--- config.mk ---
export PLATFORM = sky130hd
export DESIGN_NAME = smp_bus_arbiter_flat
export DESIGN_NICKNAME = d
export VERILOG_FILES = /design/src/rtl/smp_bus_arbiter_if.sv /design/src/rtl/smp_bus_arbiter.sv /design/src/flat_wrapper.sv
export SDC_FILE = /design/constraint.sdc
export NUM_CORES = 1
export LEC_CHECK = 0
export CAP_MARGIN = 20
export CORE_AREA = 2 2 171 173
export CTS_CLUSTER_SIZE = 30
export DETAILED_ROUTE_END_ITERATION = 6
export DIE_AREA = 0 0 173 175
export HOLD_SLACK_MARGIN = 0.02
export PLACE_DENSITY_LB_ADDON = 0.12
export SETUP_SLACK_MARGIN = 0.2
export SLEW_MARGIN = 20
export SYNTH_ARGS = -nofsm -noshare
export SYNTH_HDL_FRONTEND = slang
export SYNTH_SLANG_ARGS = --single-unit
--- constraint.sdc ---
create_clock -name clk -period 3.7 [get_ports clk]
set_clock_uncertainty 0.15 [all_clocks]
set_input_delay 0.37 -clock clk [delete_from_list [all_inputs] [get_ports clk]]
set_output_delay 0.37 -clock clk [all_outputs]
set_load 0.05 [all_outputs]
--- src/rtl/smp_bus_arbiter_if.sv ---
// Signal bundle of the SMP snooping bus: CPU requests, grants/responses, snoop broadcast and memory port.
// The arbiter connects through the master modport; CPUs and memory sit on the slave side.
interface smp_bus_arbiter_if #(
  parameter int unsigned NUM_CPUS = 4,
  parameter int unsigned ADDR_W   = 32,
  parameter int unsigned DATA_W   = 32
);
  localparam int unsigned ID_W = $clog2(NUM_CPUS);

  logic [NUM_CPUS-1:0]        req;
  logic [NUM_CPUS-1:0]        req_rw;
  logic [NUM_CPUS*ADDR_W-1:0] req_addr;
  logic [NUM_CPUS*DATA_W-1:0] req_data;
  logic [NUM_CPUS-1:0]        grant;
  logic [DATA_W-1:0]          resp_data;
  logic                       resp_err;
  logic                       snoop_valid;
  logic                       snoop_rw;
  logic [ADDR_W-1:0]          snoop_addr;
  logic [ID_W-1:0]            snoop_src;
  logic                       mem_req;
  logic                       mem_rw;
  logic [ADDR_W-1:0]          mem_addr;
  logic [DATA_W-1:0]          mem_wdata;
  logic                       mem_ack;
  logic [DATA_W-1:0]          mem_rdata;
  logic                       busy;

  modport master (
    input  req, req_rw, req_addr, req_data, mem_ack, mem_rdata,
    output grant, resp_data, resp_err, snoop_valid, snoop_rw, snoop_addr, snoop_src,
           mem_req, mem_rw, mem_addr, mem_wdata, busy
  );

  modport slave (
    output req, req_rw, req_addr, req_data, mem_ack, mem_rdata,
    input  grant, resp_data, resp_err, snoop_valid, snoop_rw, snoop_addr, snoop_src,
           mem_req, mem_rw, mem_addr, mem_wdata, busy
  );
endinterface

--- src/rtl/smp_bus_arbiter.sv ---
// Round-robin arbiter and transaction sequencer for the SMP snooping bus (IDLE -> SNOOP -> MEM -> DONE).
// Define SMP_ARB_TIMEOUT_EN to abort memory waits longer than TIMEOUT cycles with resp_err.
module smp_bus_arbiter #(
  parameter int unsigned NUM_CPUS = 4,
  parameter int unsigned ADDR_W   = 32,
  parameter int unsigned DATA_W   = 32,
  parameter int unsigned TIMEOUT  = 64
) (
  input  logic              clk,
  input  logic              reset,
  smp_bus_arbiter_if.master bus
);
  localparam int unsigned ID_W = $clog2(NUM_CPUS);

  typedef enum logic [1:0] {
    IDLE  = 2'd0,
    SNOOP = 2'd1,
    MEM   = 2'd2,
    DONE  = 2'd3
  } state_t;

  state_t state, next_state;

  logic [ID_W-1:0]     last_q, last_d, win_id;
  logic                any_req, expire;
  logic                win_rw;
  logic [ADDR_W-1:0]   win_addr;
  logic [DATA_W-1:0]   win_data;

  logic [NUM_CPUS-1:0] grant_d;
  logic [DATA_W-1:0]   resp_data_d;
  logic                resp_err_d;
  logic                snoop_valid_d, snoop_rw_d;
  logic [ADDR_W-1:0]   snoop_addr_d;
  logic [ID_W-1:0]     snoop_src_d;
  logic                mem_req_d, mem_rw_d;
  logic [ADDR_W-1:0]   mem_addr_d;
  logic [DATA_W-1:0]   mem_wdata_d;
  logic                busy_d;

  // Winner: first requester scanning upward from last+1, wrapping around.
  always_comb begin : arb_pick
    logic [ID_W-1:0] idx;
    idx     = '0;
    win_id  = last_q;
    any_req = 1'b0;
    for (int unsigned off = 1; off <= NUM_CPUS; off++) begin
      idx = ID_W'((32'(last_q) + off) % NUM_CPUS);
      if (!any_req && bus.req[idx]) begin
        any_req = 1'b1;
        win_id  = idx;
      end
    end
  end

  assign win_rw   = bus.req_rw[win_id];
  assign win_addr = bus.req_addr[32'(win_id)*ADDR_W +: ADDR_W];
  assign win_data = bus.req_data[32'(win_id)*DATA_W +: DATA_W];

`ifdef SMP_ARB_TIMEOUT_EN
  localparam int unsigned CNT_W = $clog2(TIMEOUT + 1);
  logic [CNT_W-1:0] tmo_cnt;

  // Counts cycles spent in MEM; expiry coincides with the TIMEOUT-th mem_req cycle.
  always_ff @(posedge clk or posedge reset) begin : tmo_counter
    if (reset)              tmo_cnt <= '0;
    else if (state == MEM)  tmo_cnt <= tmo_cnt + CNT_W'(1);
    else                    tmo_cnt <= '0;
  end

  assign expire = (state == MEM) && (tmo_cnt == CNT_W'(TIMEOUT - 1));
`else
  logic unused_timeout;
  assign unused_timeout = ^32'(TIMEOUT);
  assign expire         = 1'b0;
`endif

  // State, pointer and output registers; request fields are latched straight into the snoop/mem outputs.
  always_ff @(posedge clk or posedge reset) begin : state_reg
    if (reset) begin
      state           <= IDLE;
      last_q          <= ID_W'(NUM_CPUS - 1);
      bus.grant       <= '0;
      bus.resp_data   <= '0;
      bus.resp_err    <= 1'b0;
      bus.snoop_valid <= 1'b0;
      bus.snoop_rw    <= 1'b0;
      bus.snoop_addr  <= '0;
      bus.snoop_src   <= '0;
      bus.mem_req     <= 1'b0;
      bus.mem_rw      <= 1'b0;
      bus.mem_addr    <= '0;
      bus.mem_wdata   <= '0;
      bus.busy        <= 1'b0;
    end else begin
      state           <= next_state;
      last_q          <= last_d;
      bus.grant       <= grant_d;
      bus.resp_data   <= resp_data_d;
      bus.resp_err    <= resp_err_d;
      bus.snoop_valid <= snoop_valid_d;
      bus.snoop_rw    <= snoop_rw_d;
      bus.snoop_addr  <= snoop_addr_d;
      bus.snoop_src   <= snoop_src_d;
      bus.mem_req     <= mem_req_d;
      bus.mem_rw      <= mem_rw_d;
      bus.mem_addr    <= mem_addr_d;
      bus.mem_wdata   <= mem_wdata_d;
      bus.busy        <= busy_d;
    end
  end

  always_comb begin : fsm_next
    next_state = state;
    case (state)
      IDLE:    if (any_req) next_state = SNOOP;
      SNOOP:   next_state = MEM;
      MEM:     if (bus.mem_ack || expire) next_state = DONE;
      DONE:    next_state = IDLE;
      default: next_state = IDLE;
    endcase
  end

  // Next values of the registered outputs; mem_ack wins over a same-edge expiry.
  always_comb begin : fsm_out
    grant_d       = '0;
    resp_data_d   = bus.resp_data;
    resp_err_d    = 1'b0;
    snoop_valid_d = 1'b0;
    snoop_rw_d    = bus.snoop_rw;
    snoop_addr_d  = bus.snoop_addr;
    snoop_src_d   = bus.snoop_src;
    mem_req_d     = 1'b0;
    mem_rw_d      = bus.mem_rw;
    mem_addr_d    = bus.mem_addr;
    mem_wdata_d   = bus.mem_wdata;
    busy_d        = (next_state != IDLE);
    last_d        = last_q;
    case (state)
      IDLE: begin
        if (any_req) begin
          snoop_valid_d = 1'b1;
          snoop_rw_d    = win_rw;
          snoop_addr_d  = win_addr;
          snoop_src_d   = win_id;
          mem_rw_d      = win_rw;
          mem_addr_d    = win_addr;
          mem_wdata_d   = win_data;
        end
      end
      SNOOP: mem_req_d = 1'b1;
      MEM: begin
        if (bus.mem_ack) begin
          grant_d     = NUM_CPUS'(1) << bus.snoop_src;
          resp_data_d = bus.mem_rw ? bus.mem_wdata : bus.mem_rdata;
        end else if (expire) begin
          grant_d     = NUM_CPUS'(1) << bus.snoop_src;
          resp_data_d = '0;
          resp_err_d  = 1'b1;
        end else begin
          mem_req_d   = 1'b1;
        end
      end
      DONE: last_d = bus.snoop_src;
      default: ;
    endcase
  end
endmodule

--- src/flat_wrapper.sv ---
// flat-port wrapper written by rule: the top's interface ports become plain ports
module smp_bus_arbiter_flat 
#(
  parameter int unsigned NUM_CPUS = 4,
  parameter int unsigned ADDR_W   = 32,
  parameter int unsigned DATA_W   = 32,
  parameter int unsigned TIMEOUT  = 64
)
  (clk, reset, bus_req, bus_req_rw, bus_req_addr, bus_req_data, bus_mem_ack, bus_mem_rdata, bus_grant, bus_resp_data, bus_resp_err, bus_snoop_valid, bus_snoop_rw, bus_snoop_addr, bus_snoop_src, bus_mem_req, bus_mem_rw, bus_mem_addr, bus_mem_wdata, bus_busy);
  smp_bus_arbiter_if #(.NUM_CPUS(NUM_CPUS), .ADDR_W(ADDR_W), .DATA_W(DATA_W)) bus_i ();
  input  logic clk;
  input  logic reset;
  input wire logic [$bits(bus_i.req)-1:0] bus_req;
  input wire logic [$bits(bus_i.req_rw)-1:0] bus_req_rw;
  input wire logic [$bits(bus_i.req_addr)-1:0] bus_req_addr;
  input wire logic [$bits(bus_i.req_data)-1:0] bus_req_data;
  input wire logic [$bits(bus_i.mem_ack)-1:0] bus_mem_ack;
  input wire logic [$bits(bus_i.mem_rdata)-1:0] bus_mem_rdata;
  output wire logic [$bits(bus_i.grant)-1:0] bus_grant;
  output wire logic [$bits(bus_i.resp_data)-1:0] bus_resp_data;
  output wire logic [$bits(bus_i.resp_err)-1:0] bus_resp_err;
  output wire logic [$bits(bus_i.snoop_valid)-1:0] bus_snoop_valid;
  output wire logic [$bits(bus_i.snoop_rw)-1:0] bus_snoop_rw;
  output wire logic [$bits(bus_i.snoop_addr)-1:0] bus_snoop_addr;
  output wire logic [$bits(bus_i.snoop_src)-1:0] bus_snoop_src;
  output wire logic [$bits(bus_i.mem_req)-1:0] bus_mem_req;
  output wire logic [$bits(bus_i.mem_rw)-1:0] bus_mem_rw;
  output wire logic [$bits(bus_i.mem_addr)-1:0] bus_mem_addr;
  output wire logic [$bits(bus_i.mem_wdata)-1:0] bus_mem_wdata;
  output wire logic [$bits(bus_i.busy)-1:0] bus_busy;
  assign bus_i.req = bus_req;
  assign bus_i.req_rw = bus_req_rw;
  assign bus_i.req_addr = bus_req_addr;
  assign bus_i.req_data = bus_req_data;
  assign bus_i.mem_ack = bus_mem_ack;
  assign bus_i.mem_rdata = bus_mem_rdata;
  assign bus_grant = bus_i.grant;
  assign bus_resp_data = bus_i.resp_data;
  assign bus_resp_err = bus_i.resp_err;
  assign bus_snoop_valid = bus_i.snoop_valid;
  assign bus_snoop_rw = bus_i.snoop_rw;
  assign bus_snoop_addr = bus_i.snoop_addr;
  assign bus_snoop_src = bus_i.snoop_src;
  assign bus_mem_req = bus_i.mem_req;
  assign bus_mem_rw = bus_i.mem_rw;
  assign bus_mem_addr = bus_i.mem_addr;
  assign bus_mem_wdata = bus_i.mem_wdata;
  assign bus_busy = bus_i.busy;
  smp_bus_arbiter #(.NUM_CPUS(NUM_CPUS), .ADDR_W(ADDR_W), .DATA_W(DATA_W), .TIMEOUT(TIMEOUT)) u_core (.clk(clk), .reset(reset), .bus(bus_i));
endmodule
Word level (Yosys, flattened, before mapping)
Index checks and enable logic that the tools add are counted.
{"block": "classes", "magnitude_cmp": 5, "n_mux": 28, "n_eq_ne": 3, "n_addsub": 4, "shift": 3, "reduce_logical": 10}
{"operator": "128-bit by 8-bit variable part select with 32-bit output", "count": 2}
{"operator": "32-bit two-way mux", "count": 1}
{"operator": "2-bit by 3-bit < comparator with 1-bit output, second input constant", "count": 5}
{"operator": "1-bit two-way mux", "count": 12}
{"operator": "2-bit two-way mux", "count": 6}
{"operator": "1-bit binary-select mux with 2-bit select", "count": 5}
{"operator": "4-bit two-way mux", "count": 2}
{"operator": "2-bit one-hot mux with 4 select lines", "count": 1}
{"operator": "2-bit by 1-bit adder with 2-bit output, second input constant", "count": 2}
{"operator": "2-bit adder, second input constant", "count": 2}
{"operator": "2-bit == test, second input constant", "count": 2}
{"operator": "2-bit AND reduction", "count": 2}
{"operator": "1-bit by 2-bit << shifter with 4-bit output, first input constant", "count": 1}
{"operator": "1-bit logical AND", "count": 3}
{"operator": "1-bit zero test", "count": 3}
{"operator": "2-bit by 1-bit == test with 1-bit output, second input constant", "count": 1}
{"operator": "2-bit zero test", "count": 1}
{"operator": "1-bit one-hot mux with 2 select lines", "count": 1}
{"operator": "2-bit nonzero test", "count": 1}
{"block": "totals", "regBits": 110}

Longest topological paths before layout
Gate-level depths: netlist (run 1).
{"block": "depth", "ltp_word": 16, "depth_mapped": 9}

Worst setup path after synthesis (run 1)
OpenSTA, ideal clock, no wires.
{"block": "synth_path", "kind": "reg-to-reg", "from": "register u_core.last_q[1]", "to": "register u_core.bus.mem_wdata[19] (netlist name)", "period_less_slack_ns": 1.869, "setup_time_ns": 0.142, "setup_slack_ns": 1.831, "required_ns": 3.408, "arrival_time_ns": 1.577, "path_stages_with_launch": 7, "path_cell_list": "dfstp_2 -> mux2i_1 -> o221ai_4 -> buf_12 -> buf_12 -> mux2i_1 -> o221ai_1"}
{"block": "synth_via", "elab_chain_cells": 14, "elab_cells_between_ends": 28, "classes_between": "add/sub: 4; shift: 1; mux: 16; reduce/logical: 7"}
{"element": "start: declaration", "line_no": "smp_bus_arbiter.sv:24", "text": "logic [ID_W-1:0] last_q, last_d, win_id;"}
{"element": "start signal: assignment", "line_no": "smp_bus_arbiter.sv:82", "text": "last_q <= ID_W'(NUM_CPUS - 1);"}
{"element": "start signal: assignment", "line_no": "smp_bus_arbiter.sv:97", "text": "last_q <= last_d;"}
{"element": "2-bit by 1-bit adder with 2-bit output", "line_no": "smp_bus_arbiter.sv:48", "text": "idx = ID_W'((32'(last_q) + off) % NUM_CPUS);"}
{"element": "1-bit binary-select mux with 2-bit select", "line_no": "smp_bus_arbiter.sv:49", "text": "if (!any_req && bus.req[idx]) begin"}
{"element": "1-bit two-way mux (not written as such)", "line_no": "smp_bus_arbiter.sv:49"}
{"element": "1-bit two-way mux", "line_no": "smp_bus_arbiter.sv:49"}
{"element": "1-bit zero test", "line_no": "smp_bus_arbiter.sv:49"}
{"element": "1-bit logical AND", "line_no": "smp_bus_arbiter.sv:49"}
{"element": "1-bit two-way mux", "line_no": "smp_bus_arbiter.sv:49"}
{"element": "1-bit zero test", "line_no": "smp_bus_arbiter.sv:49"}
{"element": "1-bit logical AND", "line_no": "smp_bus_arbiter.sv:49"}
{"element": "1-bit two-way mux", "line_no": "smp_bus_arbiter.sv:49"}
{"element": "1-bit zero test", "line_no": "smp_bus_arbiter.sv:49"}
{"element": "1-bit logical AND", "line_no": "smp_bus_arbiter.sv:49"}
{"element": "2-bit two-way mux / 1-bit two-way mux (equally long branches)", "line_no": "smp_bus_arbiter.sv:49"}
{"element": "128-bit by 8-bit variable part select with 32-bit output / 2-bit AND reduction (equally long branches)"}
{"element": "end signal: assignment", "line_no": "smp_bus_arbiter.sv:108", "text": "bus.mem_wdata <= mem_wdata_d;"}
{"element": "end: declaration", "line_no": "smp_bus_arbiter_if.sv:32", "text": "mem_req, mem_rw, mem_addr, mem_wdata, busy"}
Several ways; a longest one is shown, not always the timed one. The select of a mux whose other input is x is not followed.
A chain may end at the register's enable or synchronous reset.

Worst setup path after layout (run 1)
{"block": "layout_path", "from": "register u_core.bus.mem_rw", "to": "output bus_mem_rw"}
{"element": "start: declaration", "line_no": "smp_bus_arbiter_if.sv:32"}
{"element": "start signal: assignment", "line_no": "smp_bus_arbiter.sv:106", "text": "bus.mem_rw <= mem_rw_d;"}
{"element": "end: declaration", "line_no": "flat_wrapper.sv:27", "text": "output wire logic [$bits(bus_i.mem_rw)-1:0] bus_mem_rw;"}
No word-level cell between the ends.

==> run metrics, run 1 <==
Post-CTS Resized 0; global-route wire length before repair 39.8 mm; maximum vdd drop 555 uV; type of origin of the critical path flop; postcts setup bufs 0; worst reg-to-reg setup slack 1.38 ns; Non-Filler Instances 1370; required time worst endpoint 3.18 ns; M1 WL 11.0 mm; crit path max fanout 15; Flop pwr share 22.4%; Worst path slowest cell clkdlybuf4s50_1; Mapped Avg Cell Area 10.9 um^2; worst-margin pin slew 0.867 ns; Top FF cell, synth dfrtp_1; HPWL Detailed 20.2 mm; crit path cell chain clkdlybuf4s50_1; # fillers 2868; vias per std cell 4.39; NetSw 5.47 mW; pre-CTS WS 0.984 ns; Final Hold Fails 0; data arrival time of the worst path 1.92 ns; routability cong. 0.816; minimum period implied by the final worst setup slack 2.44 ns; Synth top area share 41.6%; Syn Inst Count 598; Initial Util 22.9%; Static Leak 4.72 nW; overall routed net length 26.8 mm; Comb pwr share 67.7%; Rel. slew slack 42.2%; max layer used met4; biggest regs u_core.bus.mem_addr: 32 flops, u_core.bus.mem_wdata: 32 flops, u_core.bus.resp_data: 32 flops; root buffer cell clkbuf_16; worst setup margin 1.26 ns; synth top area cells dfrtp_1 (42%), mux2i_1 (25%), o221ai_1 (8.8%); area leader, netlist dfrtp_1; metal3 WL 1.91 mm; clock power share 9.8%; total grt overflow 0; switching share of total power 53.0%; outcome complete, no violations; clock transition at the registers of the reported paths 0.09 ns; Starting DRT DRC Count 265; maximum clock path buffer count 2; area post-placement 10800 um^2; H-tree Lvls 3; Synth Register Bits 110; Clk Latency, worst-skew pair 0.36 ns; Hold Slack 0.329 ns; Pint 4.85 mW; vias in the first global route 6234; WS Path Type reg -> out; Crit path max-delay family buffers and inverters; critical path capture point type output port; post-route cell area 11100 um^2; Die W 173 um; syn nets 902; GRT Util Overall 17.2%; Synth async-reset ratio 100%; Wirelength per Cell 19.5 um; RSZ-0062 raised after global routing no; CP peak stage delay 0.90 ns; Num CTS Buffers 9; # rows 62; die height 175 um; IO buf count 437; hold_buf cts 0; WL met2 13.5 mm; antenna violations before repair 3; worst min-delay path class in -> async; final setup vio count 0; # DRC 0; DRT Pass-1 Iters 4; Max-Cap Viols 0; pwr dens 928 nW/um^2; post-layout util 39.2%; Max Clk Rate 410 MHz; FF/Latch Area 2760 um^2; share of cells above drive strength 1 4.17%; Std-Cell Core Area 28400 um^2; Synth Cell Area 6490 um^2; via count 6012; Final #Nets 1282; crit path buf inv count 1; total number of yosys warnings 0; IO Count 439; antenna-violating nets left 0; CTS tree built; Final Cycle Share 65.9%; Post-synth EDFFs 0; clk sink count 110; Setup TNS 0 ns; area grow syn2layout 71.3%; count of different cell masters after synthesis 37; die area 30300 um^2; max-slew violations 0; placed insts 1351; register area share after synthesis 42.4%; multi-input combinational cell area 3030 um^2; Final Power 10.3 mW; largest net degree at the start of global routing 68
## routing by layer
layer / up-vias / global-route usage (%)
li1: 2911 / -
met4: 0 / 4.45
met5: - / 0
met3: 20 / 4.83
met2: 262 / 29.9
met1: 2819 / 20.8
## synthesized netlist by cell type (3+ instances only)
library cell / number
a21oi_1: 34
buf_12: 10
buf_2: 15
buf_4: 37
bufbuf_8: 4
clkbuf_1: 14
dfrtp_1: 108
ha_1: 5
inv_1: 6
mux2i_1: 163
nand2_1: 74
nor2_1: 33
nor2b_1: 3
o221ai_1: 65
## final cells by class
class / instances / share of cell area [%]
Clock inverter: 5 / 0.371
Multi-Input combinational cell: 399 / 27.2
Timing Repair Buffer: 451 / 40.7
Sequential cell: 110 / 24.8
Clock buffer: 11 / 2.27
Tap cell: 384 / 4.32
Antenna cell: 3 / 0.0675
Inverter: 7 / 0.259
## placed cells by master (no fill, tap or decap), drive strengths merged, types with 2 or more instances in the layout
cell type	count
a21oi	34
buf	14
clkbuf	11
clkdlybuf4s50	437
clkinv	2
dfrtp	108
dfstp	2
diode	3
ha	5
inv	9
mux2i	163
nand2	75
nand2b	2
nor2	33
nor2b	3
nor3	2
o21ai	2
o221ai	66
## worst paths after layout
path / start / endpoint / cells after the start
min in group clk: u_core.bus.mem_wdata[14] / u_core.bus.mem_wdata[14] / 2
worst max-delay path: u_core.bus.mem_rw / bus_mem_rw / 1
worst min-delay path: reset / u_core.bus.mem_addr[25] / 2
worst max register to register: u_core.last_q[1] / u_core.bus.mem_wdata[20] / 6
worst min register to register: u_core.bus.mem_wdata[14] / u_core.bus.mem_wdata[14] / 2
max in group asynchronous: reset / u_core.bus.mem_addr[28] / 3
## cell families (layout without fill, tap and decap cells)
kind of cell / Yosys count / count (layout) / synth area share (%)
muxes: 163 / 163 / 25.1
and+or+nand+nor: 122 / 122 / 7.67
buffers and inverters: 89 / 474 / 11.0
adders and majority gates: 5 / 5 / 0.964
other: 1 / 4 / 0.0578
DFF: 110 / 110 / 42.4
AOI/OAI and AO/OA: 108 / 108 / 12.7
## power groups by stage
stage / registers, mW / clock network (mW) / logic (mW)
floorplan: 4.11 / 0 / 3.23
global placement: 2.35 / 0 / 7.05
detailed placement: 2.35 / 0 / 7.06
CTS: 2.33 / 1.05 / 7.07
global route: 2.41 / 1.11 / 7.36
finish: 2.32 / 1.01 / 6.99
No activity file was read; power rests on OpenSTA's default activity.
==> inputs of run 2 (changes only) <==
- clock period: 3.7 -> 2.45 ns (I/O delays scaled with it)
==> run metrics, run 2 (same netlist as run 1, synthesis figures left out) <==
via count 6013 (was 6012); # DRC 0 (unchanged); Num CTS Buffers 9 (unchanged); total grt overflow 0 (unchanged); Comb pwr share 68.8% (was 67.7%); WS Path Type reg -> reg (was reg -> out); pwr dens 1400 nW/um^2 (was 928 nW/um^2); Non-Filler Instances 1382 (was 1370); die area 30300 um^2 (unchanged); HPWL Detailed 20.3 mm (was 20.2 mm); Flop pwr share 21.9% (was 22.4%); die height 175 um (unchanged); largest net degree at the start of global routing 69 (was 68); commonest cells after routing, fill and taps aside clkdlybuf4s50_1 (437), mux2i_1 (163), dfrtp_1 (107) (unchanged); global-route wire length before repair 39.9 mm (was 39.8 mm); share of cells above drive strength 1 5.52% (was 4.17%); # rows 62 (unchanged); multi-input combinational cell area 3030 um^2 (unchanged); routability cong. 0.816 (about the same); area grow syn2layout 74.4% (was 71.3%); Final #Nets 1296 (was 1282); maximum vdd drop 823 uV (was 555 uV); Die W 173 um (unchanged); max-slew violations 0 (unchanged); required time worst endpoint 2.53 ns (was 3.18 ns); biggest regs u_core.bus.mem_addr: 32 flops, u_core.bus.mem_wdata: 32 flops, u_core.bus.resp_data: 32 flops (unchanged); Rel. slew slack 57.7% (was 42.2%); CTS tree built (unchanged); Std-Cell Core Area 28400 um^2 (unchanged); Final Hold Fails 0 (unchanged); hold_buf cts 0 (unchanged); Post-CTS Resized 0 (unchanged); Reg-to-Reg End u_core.bus.mem_wdata[10] (was u_core.bus.mem_wdata[20]); IO buf count 437 (unchanged); switching share of total power 52.5% (was 53.0%); GRT Util Overall 17.3% (was 17.2%); Final Cycle Share 86.2%; placed insts 1365 (was 1351); vias per std cell 4.35 (was 4.39); Static Leak 4.82 nW (was 4.72 nW); DRT Pass-1 Iters 4 (unchanged); Pint 7.56 mW (was 4.85 mW); worst setup margin 0.338 ns (was 1.26 ns); clock transition at the registers of the reported paths 0.09 ns (about the same); critical path capture point type flop (was output port); clk sink count 110 (unchanged); overall routed net length 26.8 mm (about the same); reg2reg start u_core.last_q[1] (unchanged); crit path max fanout 18 (was 15); maximum clock path buffer count 2 (unchanged); Starting DRT DRC Count 234 (was 265); FF/Latch Area 2760 um^2 (unchanged); Wirelength per Cell 19.4 um (was 19.5 um); NetSw 8.34 mW (was 5.47 mW); crit path launch u_core.last_q[1] (was u_core.bus.mem_rw); pre-CTS WS 0.0378 ns (was 0.984 ns); antenna violations before repair 1 (was 3); worst min-delay path class in -> async (unchanged); # fillers 2822 (was 2868); minimum period implied by the final worst setup slack 2.11 ns; data arrival time of the worst path 2.19 ns (was 1.92 ns); type of origin of the critical path flop (unchanged); outcome complete, no violations (unchanged); commonest non-fill, non-tap cell in the layout clkdlybuf4s50_1 (unchanged); clock power share 9.4% (was 9.8%); Max Clk Rate 473 MHz; final setup vio count 0 (unchanged); antenna-violating nets left 0 (unchanged); worst-margin pin slew 0.632 ns (was 0.867 ns); H-tree Lvls 3 (unchanged); Initial Util 22.9% (unchanged); R2R depth 6 (unchanged); root buffer cell clkbuf_16 (unchanged); Clk Latency, worst-skew pair 0.35 ns (was 0.36 ns); vias in the first global route 6296 (was 6234); postcts setup bufs 0 (unchanged); Max-Cap Viols 0 (unchanged); IO Count 439 (unchanged); RSZ-0062 raised after global routing no (unchanged); Setup TNS 0 ns (unchanged); worst reg-to-reg setup slack 0.34 ns (was 1.38 ns)
==> run 2: cell count changes in the layout (fill, tap and decap cells not counted) <==
cell,change
buf_12,+9
buf_4,+5
clkbuf_8,-1
clkinv_2,+1
clkinvlp_4,+1
diode_2,-2
inv_4,-1
inv_6,+1
inv_8,-1
==> run 2: layout make-up <==
type | count | share of cell area (%)
repair buffers | 465 | 41.9
multi-input cells | 399 | 26.7
flip-flops and latches | 110 | 24.3
well taps | 384 | 4.24
clock buffers | 10 | 2.11
clock inverters | 6 | 0.387
inverters | 7 | 0.265
diodes | 1 | 0.0221
==> run 2: metal layers <==
metal | GRT usage [%] | part of all wire (%)
met4 | 4.45 | 1.2
met3 | 4.05 | 6.6
met5 | 0 | 0
met1 | 21.2 | 41
met2 | 30.5 | 51
==> run 2: through the flow <==
stage / hold WS, ns / utilization, % / instance area (um^2) / power, mW
finish: 0.165 / 39.9 / 11300 / 15.9
global route: 0.218 / 39.9 / 11300 / 16.8
CTS: 0.202 / 39.9 / 11300 / 16.1
detailed placement: 0.356 / 38.9 / 11000 / 14.6
global placement: 0.356 / 38.9 / 11000 / 14.5
floorplan: 0.302 / - / 6500 / 11.1
==> run 2: power by group through the flow <==
| stage | combinational (mW) | sequential (mW) | clock (mW) |
|---|---|---|---|
| 3_3_place_gp | 11.0 | 3.52 | 0 |
| 6_report | 10.9 | 3.47 | 1.49 |
| 3_5_place_dp | 11.0 | 3.51 | 0 |
| 2_1_floorplan | 4.88 | 6.21 | 0 |
| 5_1_grt | 11.5 | 3.61 | 1.62 |
| 4_1_cts | 11.1 | 3.49 | 1.57 |
==> run 2: worst max-delay path, stage by stage, from the launching register on <==
cell	delay, ns
dfstp_2	0.58
mux2i_1	0.12
o221ai_4	0.26
buf_12	0.22
buf_12	0.19
mux2i_1	0.28
o221ai_1	0.16
==> run 2: how the worst max path moves through the flow <==
stage / endpoint / cells past startpoint / slack (ns)
4_1_cts: u_core.bus.mem_wdata[10] / 6 / 0.30
6_report: u_core.bus.mem_wdata[10] / 6 / 0.34
3_3_place_gp: u_core.bus.mem_wdata[10] / 7 / 0.06
5_1_grt: u_core.bus.mem_addr[4] / 6 / 0.24
3_5_place_dp: u_core.bus.mem_wdata[10] / 7 / 0.04
2_1_floorplan: u_core.bus.mem_wdata[19] / 6 / 0.58
